==> config.mk <==
export PLATFORM = sky130hd
export DESIGN_NAME = row_clear_scanner
export DESIGN_NICKNAME = d
export VERILOG_FILES = /design/src/rtl/row_clear_scanner.sv
export SDC_FILE = /design/constraint.sdc
export NUM_CORES = 1
export LEC_CHECK = 0
export ABC_AREA = 1
export BUFFER_PORTS_ARGS = -buffer_cell sky130_fd_sc_hd__buf_2
export CORE_MARGIN = 2
export CORE_UTILIZATION = 25
export CTS_CLUSTER_DIAMETER = 100
export DETAILED_ROUTE_END_ITERATION = 12
export PLACE_DENSITY = 0.45
export SLEW_MARGIN = 20
export SYNTH_ARGS = -nofsm -noshare
export SYNTH_HDL_FRONTEND = slang
export SYNTH_SLANG_ARGS = --single-unit
==> constraint.sdc <==
create_clock -name clock -period 2.1 [get_ports clock]
set_clock_uncertainty 0.1 [all_clocks]
set_input_delay 0.42 -clock clock [delete_from_list [all_inputs] [get_ports clock]]
set_output_delay 0.42 -clock clock [all_outputs]
set_load 0.02 [all_outputs]
==> src/rtl/row_clear_scanner.sv <==
// Post-lock playfield pass: scans rows bottom-up, compacts full rows out of the
// row memory, zero-fills the vacated top rows and reports the lines cleared.
module row_clear_scanner #(
    parameter int ROWS        = 20,
    parameter int COLS        = 10,
    parameter int AW          = 5,
    parameter int HOLD_CYCLES = 2
) (
    input  logic            clock,
    input  logic            ctrl_reset,
    input  logic            piece_locked,
    input  logic [COLS-1:0] row_rdata,
    output logic            row_rd_en,
    output logic [AW-1:0]   row_raddr,
    output logic            row_wr_en,
    output logic [AW-1:0]   row_waddr,
    output logic [COLS-1:0] row_wdata,
    output logic [2:0]      addPoints,
    output logic [1:0]      fromGame,
    output logic            busy,
    output logic [15:0]     lines_total
);
    localparam int HW = (HOLD_CYCLES > 1) ? $clog2(HOLD_CYCLES) : 1;
    localparam logic [AW-1:0] TOP_ROW   = AW'(ROWS - 1);
    localparam logic [AW-1:0] ZERO_A    = {AW{1'b0}};
    localparam logic [AW-1:0] ONE_A     = AW'(1);
    localparam logic [HW-1:0] HOLD_LOAD = HW'(HOLD_CYCLES - 1);
    localparam logic [HW-1:0] HOLD_ONE  = HW'(1);

    typedef enum logic [2:0] {
        S_IDLE = 3'd0,
        S_RD   = 3'd1,
        S_EV   = 3'd2,
        S_CLR  = 3'd3,
        S_RPT  = 3'd4
    } state_t;

    state_t          r_state, w_state_nx;
    logic [AW-1:0]   r_rd_ptr, w_rd_ptr_nx;
    logic [AW-1:0]   r_wr_ptr, w_wr_ptr_nx;
    logic [2:0]      r_cnt, w_cnt_nx;
    logic [HW-1:0]   r_hold, w_hold_nx;
    logic            r_top_nz, w_top_nz_nx;
    logic            r_rd_en, w_rd_en_nx;
    logic [AW-1:0]   r_raddr, w_raddr_nx;
    logic            r_wr_en, w_wr_en_nx;
    logic [AW-1:0]   r_waddr, w_waddr_nx;
    logic [COLS-1:0] r_wdata, w_wdata_nx;
    logic [2:0]      r_add, w_add_nx;
    logic            r_fg0, w_fg0_nx;
    logic            r_fg1, w_fg1_nx;
    logic            r_busy, w_busy_nx;
    logic [15:0]     r_lines, w_lines_nx;
    logic            w_full;
    logic [16:0]     w_lt_sum;

    // FSM state register
    always_ff @(posedge clock or posedge ctrl_reset) begin
        if (ctrl_reset) begin
            r_state <= S_IDLE;
        end else begin
            r_state <= w_state_nx;
        end
    end

    // Next-state and next-output logic; every output is registered below
    always_comb begin
        w_state_nx  = r_state;
        w_rd_ptr_nx = r_rd_ptr;
        w_wr_ptr_nx = r_wr_ptr;
        w_cnt_nx    = r_cnt;
        w_hold_nx   = r_hold;
        w_top_nz_nx = r_top_nz;
        w_rd_en_nx  = 1'b0;
        w_raddr_nx  = r_raddr;
        w_wr_en_nx  = 1'b0;
        w_waddr_nx  = r_waddr;
        w_wdata_nx  = r_wdata;
        w_add_nx    = r_add;
        w_fg0_nx    = 1'b0;
        w_fg1_nx    = r_fg1;
        w_lines_nx  = r_lines;
        w_full      = &row_rdata;
        w_lt_sum    = {1'b0, r_lines} + {14'd0, r_cnt};

        case (r_state)
            S_IDLE: begin
                if (piece_locked) begin
                    w_state_nx  = S_RD;
                    w_rd_ptr_nx = TOP_ROW;
                    w_wr_ptr_nx = TOP_ROW;
                    w_cnt_nx    = 3'd0;
                    w_rd_en_nx  = 1'b1;
                    w_raddr_nx  = TOP_ROW;
                end else begin
                    w_state_nx = S_IDLE;
                end
            end
            S_RD: begin
                w_state_nx = S_EV;
            end
            S_EV: begin
                if (w_full) begin
                    w_cnt_nx = (r_cnt == 3'd7) ? 3'd7 : r_cnt + 3'd1;
                end else begin
                    // Rows already in place are not rewritten
                    if (r_wr_ptr != r_rd_ptr) begin
                        w_wr_en_nx = 1'b1;
                        w_waddr_nx = r_wr_ptr;
                        w_wdata_nx = row_rdata;
                    end else begin
                        w_wr_en_nx = 1'b0;
                    end
                    if (r_wr_ptr != ZERO_A) begin
                        w_wr_ptr_nx = r_wr_ptr - ONE_A;
                    end else begin
                        w_wr_ptr_nx = r_wr_ptr;
                    end
                end
                if (r_rd_ptr == ZERO_A) begin
                    w_top_nz_nx = (row_rdata != {COLS{1'b0}}) && !w_full;
                    if (w_cnt_nx != 3'd0) begin
                        w_state_nx = S_CLR;
                    end else begin
                        w_state_nx = S_RPT;
                        w_hold_nx  = {HW{1'b0}};
                    end
                end else begin
                    w_rd_ptr_nx = r_rd_ptr - ONE_A;
                    w_state_nx  = S_RD;
                    w_rd_en_nx  = 1'b1;
                    w_raddr_nx  = r_rd_ptr - ONE_A;
                end
            end
            S_CLR: begin
                // wr_ptr now marks the topmost vacated row; zero down to row 0
                w_wr_en_nx = 1'b1;
                w_waddr_nx = r_wr_ptr;
                w_wdata_nx = {COLS{1'b0}};
                if (r_wr_ptr == ZERO_A) begin
                    w_state_nx = S_RPT;
                    w_hold_nx  = HOLD_LOAD;
                    w_add_nx   = r_cnt;
                    w_fg0_nx   = 1'b1;
                    w_lines_nx = w_lt_sum[16] ? 16'hFFFF : w_lt_sum[15:0];
                end else begin
                    w_wr_ptr_nx = r_wr_ptr - ONE_A;
                end
            end
            S_RPT: begin
                if (r_hold != {HW{1'b0}}) begin
                    w_hold_nx = r_hold - HOLD_ONE;
                    w_fg0_nx  = r_fg0;
                end else begin
                    w_state_nx = S_IDLE;
                    w_fg1_nx   = r_fg1 | ((r_cnt == 3'd0) && r_top_nz);
                end
            end
            default: begin
                w_state_nx = S_IDLE;
            end
        endcase

        w_busy_nx = (w_state_nx != S_IDLE);
    end

    // Datapath and output registers
    always_ff @(posedge clock or posedge ctrl_reset) begin
        if (ctrl_reset) begin
            r_rd_ptr <= {AW{1'b0}};
            r_wr_ptr <= {AW{1'b0}};
            r_cnt    <= 3'd0;
            r_hold   <= {HW{1'b0}};
            r_top_nz <= 1'b0;
            r_rd_en  <= 1'b0;
            r_raddr  <= {AW{1'b0}};
            r_wr_en  <= 1'b0;
            r_waddr  <= {AW{1'b0}};
            r_wdata  <= {COLS{1'b0}};
            r_add    <= 3'd0;
            r_fg0    <= 1'b0;
            r_fg1    <= 1'b0;
            r_busy   <= 1'b0;
            r_lines  <= 16'd0;
        end else begin
            r_rd_ptr <= w_rd_ptr_nx;
            r_wr_ptr <= w_wr_ptr_nx;
            r_cnt    <= w_cnt_nx;
            r_hold   <= w_hold_nx;
            r_top_nz <= w_top_nz_nx;
            r_rd_en  <= w_rd_en_nx;
            r_raddr  <= w_raddr_nx;
            r_wr_en  <= w_wr_en_nx;
            r_waddr  <= w_waddr_nx;
            r_wdata  <= w_wdata_nx;
            r_add    <= w_add_nx;
            r_fg0    <= w_fg0_nx;
            r_fg1    <= w_fg1_nx;
            r_busy   <= w_busy_nx;
            r_lines  <= w_lines_nx;
        end
    end

    assign row_rd_en   = r_rd_en;
    assign row_raddr   = r_raddr;
    assign row_wr_en   = r_wr_en;
    assign row_waddr   = r_waddr;
    assign row_wdata   = r_wdata;
    assign addPoints   = r_add;
    assign fromGame    = {r_fg1, r_fg0};
    assign busy        = r_busy;
    assign lines_total = r_lines;

endmodule

==> key figures <==
Placed design
  • Detail Placement HPWL: 5290 µm
  • GPL Wtd Cong: between 0.7 and 0.8
  • Area after DPL: about 0.0035 mm²
  • Port bufs: 56
  • Pre-CTS setup slack: -0.0181 ns

STA
  • Maximum clock rate: 496 MHz
  • Part of the cycle the worst path needs: 96.1%
  • Slew Viols, Final: 0
  • Setup Viol. Count Final: 0
  • RSZ-0062 raised after global routing: true
  • Tmin final: 2.02 ns
  • Max-slew headroom: 51.1%
  • Final worst slack: 0.0819 ns
  • Measured slew at the worst slew-check pin: 0.728 ns
  • Final Hold Fails: 0

Floorplanning
  • Die Y: 113 µm
  • Die X: 113 µm
  • I/O pin count: between 50 and 60
  • Die ar.: 0.0129 mm²
  • Initial Util: roughly 26%
  • Num rows: 39
  • Placeable Area: between 0.01 and 0.015 mm²

Status
  • Status: finished clean

Critical path
  • Worst Path Max Fanout: 8
  • CP endpoint kind: register
  • WP buf/inv: 1
  • CP top delay family: adder cells
  • CP arrival: 2.16 ns
  • Worst path cell trace: ha_2, inv_2, fa_2, o21ai_4, nand3_4, nor2_4, nand4_4, o211ai_1
  • Slowest cell on the critical path: dfrtp_1
  • Critical Path Source Type: register
  • Crit path kind: register to register
  • Worst path required time: approximately 2.3 ns
  • Longest individual stage delay on the worst path: 0.37 ns

Final layout
  • Most frequent cells in the layout: nand2_1, dfrtp_1, buf_2, inv_1, nand3_1
  • Layout net count: roughly 460
  • Fill cells: 1,218
  • Final Cell Area: around 0.0039 mm²
  • FF/Latch Area: 0.00143 mm²
  • Antenna diodes: 0
  • Layout cells sized above 1: roughly a quarter
  • Multi-input gate area: 0.00139 mm²
  • Commonest non-fill, non-tap cell in the layout: nand2_1
  • Area growth from synthesis to layout: 31.7%

Synth
  • Largest family of logic cells by synthesized area: simple AND/OR/NAND/NOR gates
  • Cells after Synth: 360
  • Syn_nets: 383
  • Syn avg cell area: 8.31 µm²
  • Cell area after synthesis: 0.00299 mm²
  • Synth unique cells: 40
  • Synth warn: 0
  • Post-synthesis adder-cell area fraction: 4.43%
  • Seq/Total Area, Yosys: 47.7%
  • Simple-gate area share of the yosys netlist: 29.1%
  • Seq cells post-synth: 57
  • Compound-Gate Fraction of Synth Area: 8.03%
  • Post-synthesis mux area share: 0%
  • XOR/XNOR share of the synthesized area: about 2.6%

Route
  • First drt pass iteration count: 4
  • Via Count: 2,620
  • Iteration-0 DRC Markers: roughly 130
  • DR vias/cell: 4.47
  • Routed Antenna Nets: 0
  • Drt wl/cell: 12.5 µm
  • Total Wirelength: 7330 µm
  • Post-route DRC: 0

Global route
  • Largest net degree at the start of global routing: 58
  • GRT overflow: 0
  • Overall Global Routing Usage: about an eighth
  • Initial antenna violation count: 0
  • Global-route wire length before repair: 12,300 µm
  • Vias in the first global route: 2,511

Pwr
  • PwrDens: 1280 mW/mm²
  • Leak Pwr: 2.08 nW
  • Worst VDD drop: 0.597 mV

CTS
  • Deepest clock path buffer count: 2
  • Clock root buffer: clkbuf_16
  • CTS H-tree depth: 3
  • Clock sink total: 57
  • Cts-stage hold buffer count: 0
  • CTS tree: done
  • CTS buffer count: 9
  • Latest clock arrival within the worst-skew pair: 0.33 ns
  • CTS clk-pin slew, worst paths: 0.05 ns

Hold path
  • Min-Delay Path Class: input pin to async pin

Flow run
  • Maximum Capacitance Violations: 0
[state kept, by name (all words and copies together), names as in the netlist, 3 cells and up]
register / count
row_waddr: 5
row_wdata: 10
addPoints: 3
r_wr_ptr: 5
r_cnt: 3
lines_total: 16
r_state: 3
row_raddr: 5
[layer usage]
metal	wire [µm]	track usage [%]	part of all wire, %
met1	3670	16.9	50
met4	160	6.10	2.2
met3	291	3.08	4.0
met5	0	0	0
met2	3210	17.7	44
[stage by stage]
stage	hold WS, ns	power [mW]	setup TNS, ns	util [%]	instances
4_1_cts	0.0563	5.12	0	33.2	580
3_3_place_gp	0.358	3.49	0	30.3	563
2_1_floorplan	0.342	2.91	0	-	360
5_1_grt	0.0800	5.43	-0.235	34.1	586
3_5_place_dp	0.365	3.51	-0.0586	30.3	563
6_report	0.0471	5.05	0	34.1	586
[synthesized netlist by cell type, drive strengths merged]
library cell,instances,area [µm²]
clkbuf,1,3.75
xor2,6,52.6
inv,50,188
o22ai,3,18.8
nor3,6,30.0
dfrtp,57,1430
nor4,2,12.5
a31oi,1,6.26
xnor2,3,26.3
or2,3,18.8
nand4,8,65.1
fa,1,20.0
o31ai,1,7.51
a21oi,5,25.0
a21o,1,7.51
nand2,89,344
nand3b,1,7.51
ha,9,113
nor2,30,161
clkinv,1,3.75
o211ai,2,15.0
a22oi,1,7.51
nand3,41,223
o21ai,29,145
o21bai,1,7.51
nor3b,1,7.51
buf,7,48.8
[layout make-up]
cell class,count,area share (%)
timing repair buffer,74,10.9
multi-input combinational,245,35.4
clock inverter,5,2.00
clock buffer,11,6.16
tap,143,4.54
inverter,51,4.86
sequential,57,36.2
[final timing paths]
kind | from | slack [ns] | to | depth (start not counted)
max | r_cnt[0]$_DFFE_PP0P_ | 0.08 | lines_total[2]$_DFFE_PP0P_ | 8
min | ctrl_reset | 0.05 | row_wr_en$_DFF_PP0_ | 3
max reg2reg | r_cnt[0]$_DFFE_PP0P_ | 0.08 | lines_total[2]$_DFFE_PP0P_ | 8
min reg2reg | row_wdata[5]$_DFFE_PP0P_ | 0.37 | row_wdata[5]$_DFFE_PP0P_ | 2
max in group asynchronous | ctrl_reset | 1.59 | lines_total[9]$_DFFE_PP0P_ | 3
min in group clock | row_rdata[6] | 0.24 | row_wdata[6]$_DFFE_PP0P_ | 3
[worst min-delay path: cells and delay by family]
family / cells / cell delay (ns)
buffers and inverters: 3 / 0.45
[kinds of logic (layout without fill, tap and decap cells)]
group	after synthesis	count (layout)
and+or+nand+nor	181	182
buffers and inverters	59	141
DFF	57	57
AOI/OAI and AO/OA	44	44
adders and majority gates	10	10
xor gates and xnor gates	9	9
[where the power goes]
group	switching [mW]	internal (mW)
sequential	0.229	1.40
combinational	1.20	0.647
clock	0.509	1.07
total	1.94	3.11
[what timing repair did]
| item | CTS | global route |
|---|---|---|
| buffers inserted | 0 | 6 |
| endpoints found under the setup margin | 8 | 16 |
| gates resized for setup | 0 | 14 |
| gates cloned | 1 | 0 |
| pin swaps | 1 | 6 |
Note: power is estimated with default switching activity, not from simulation.
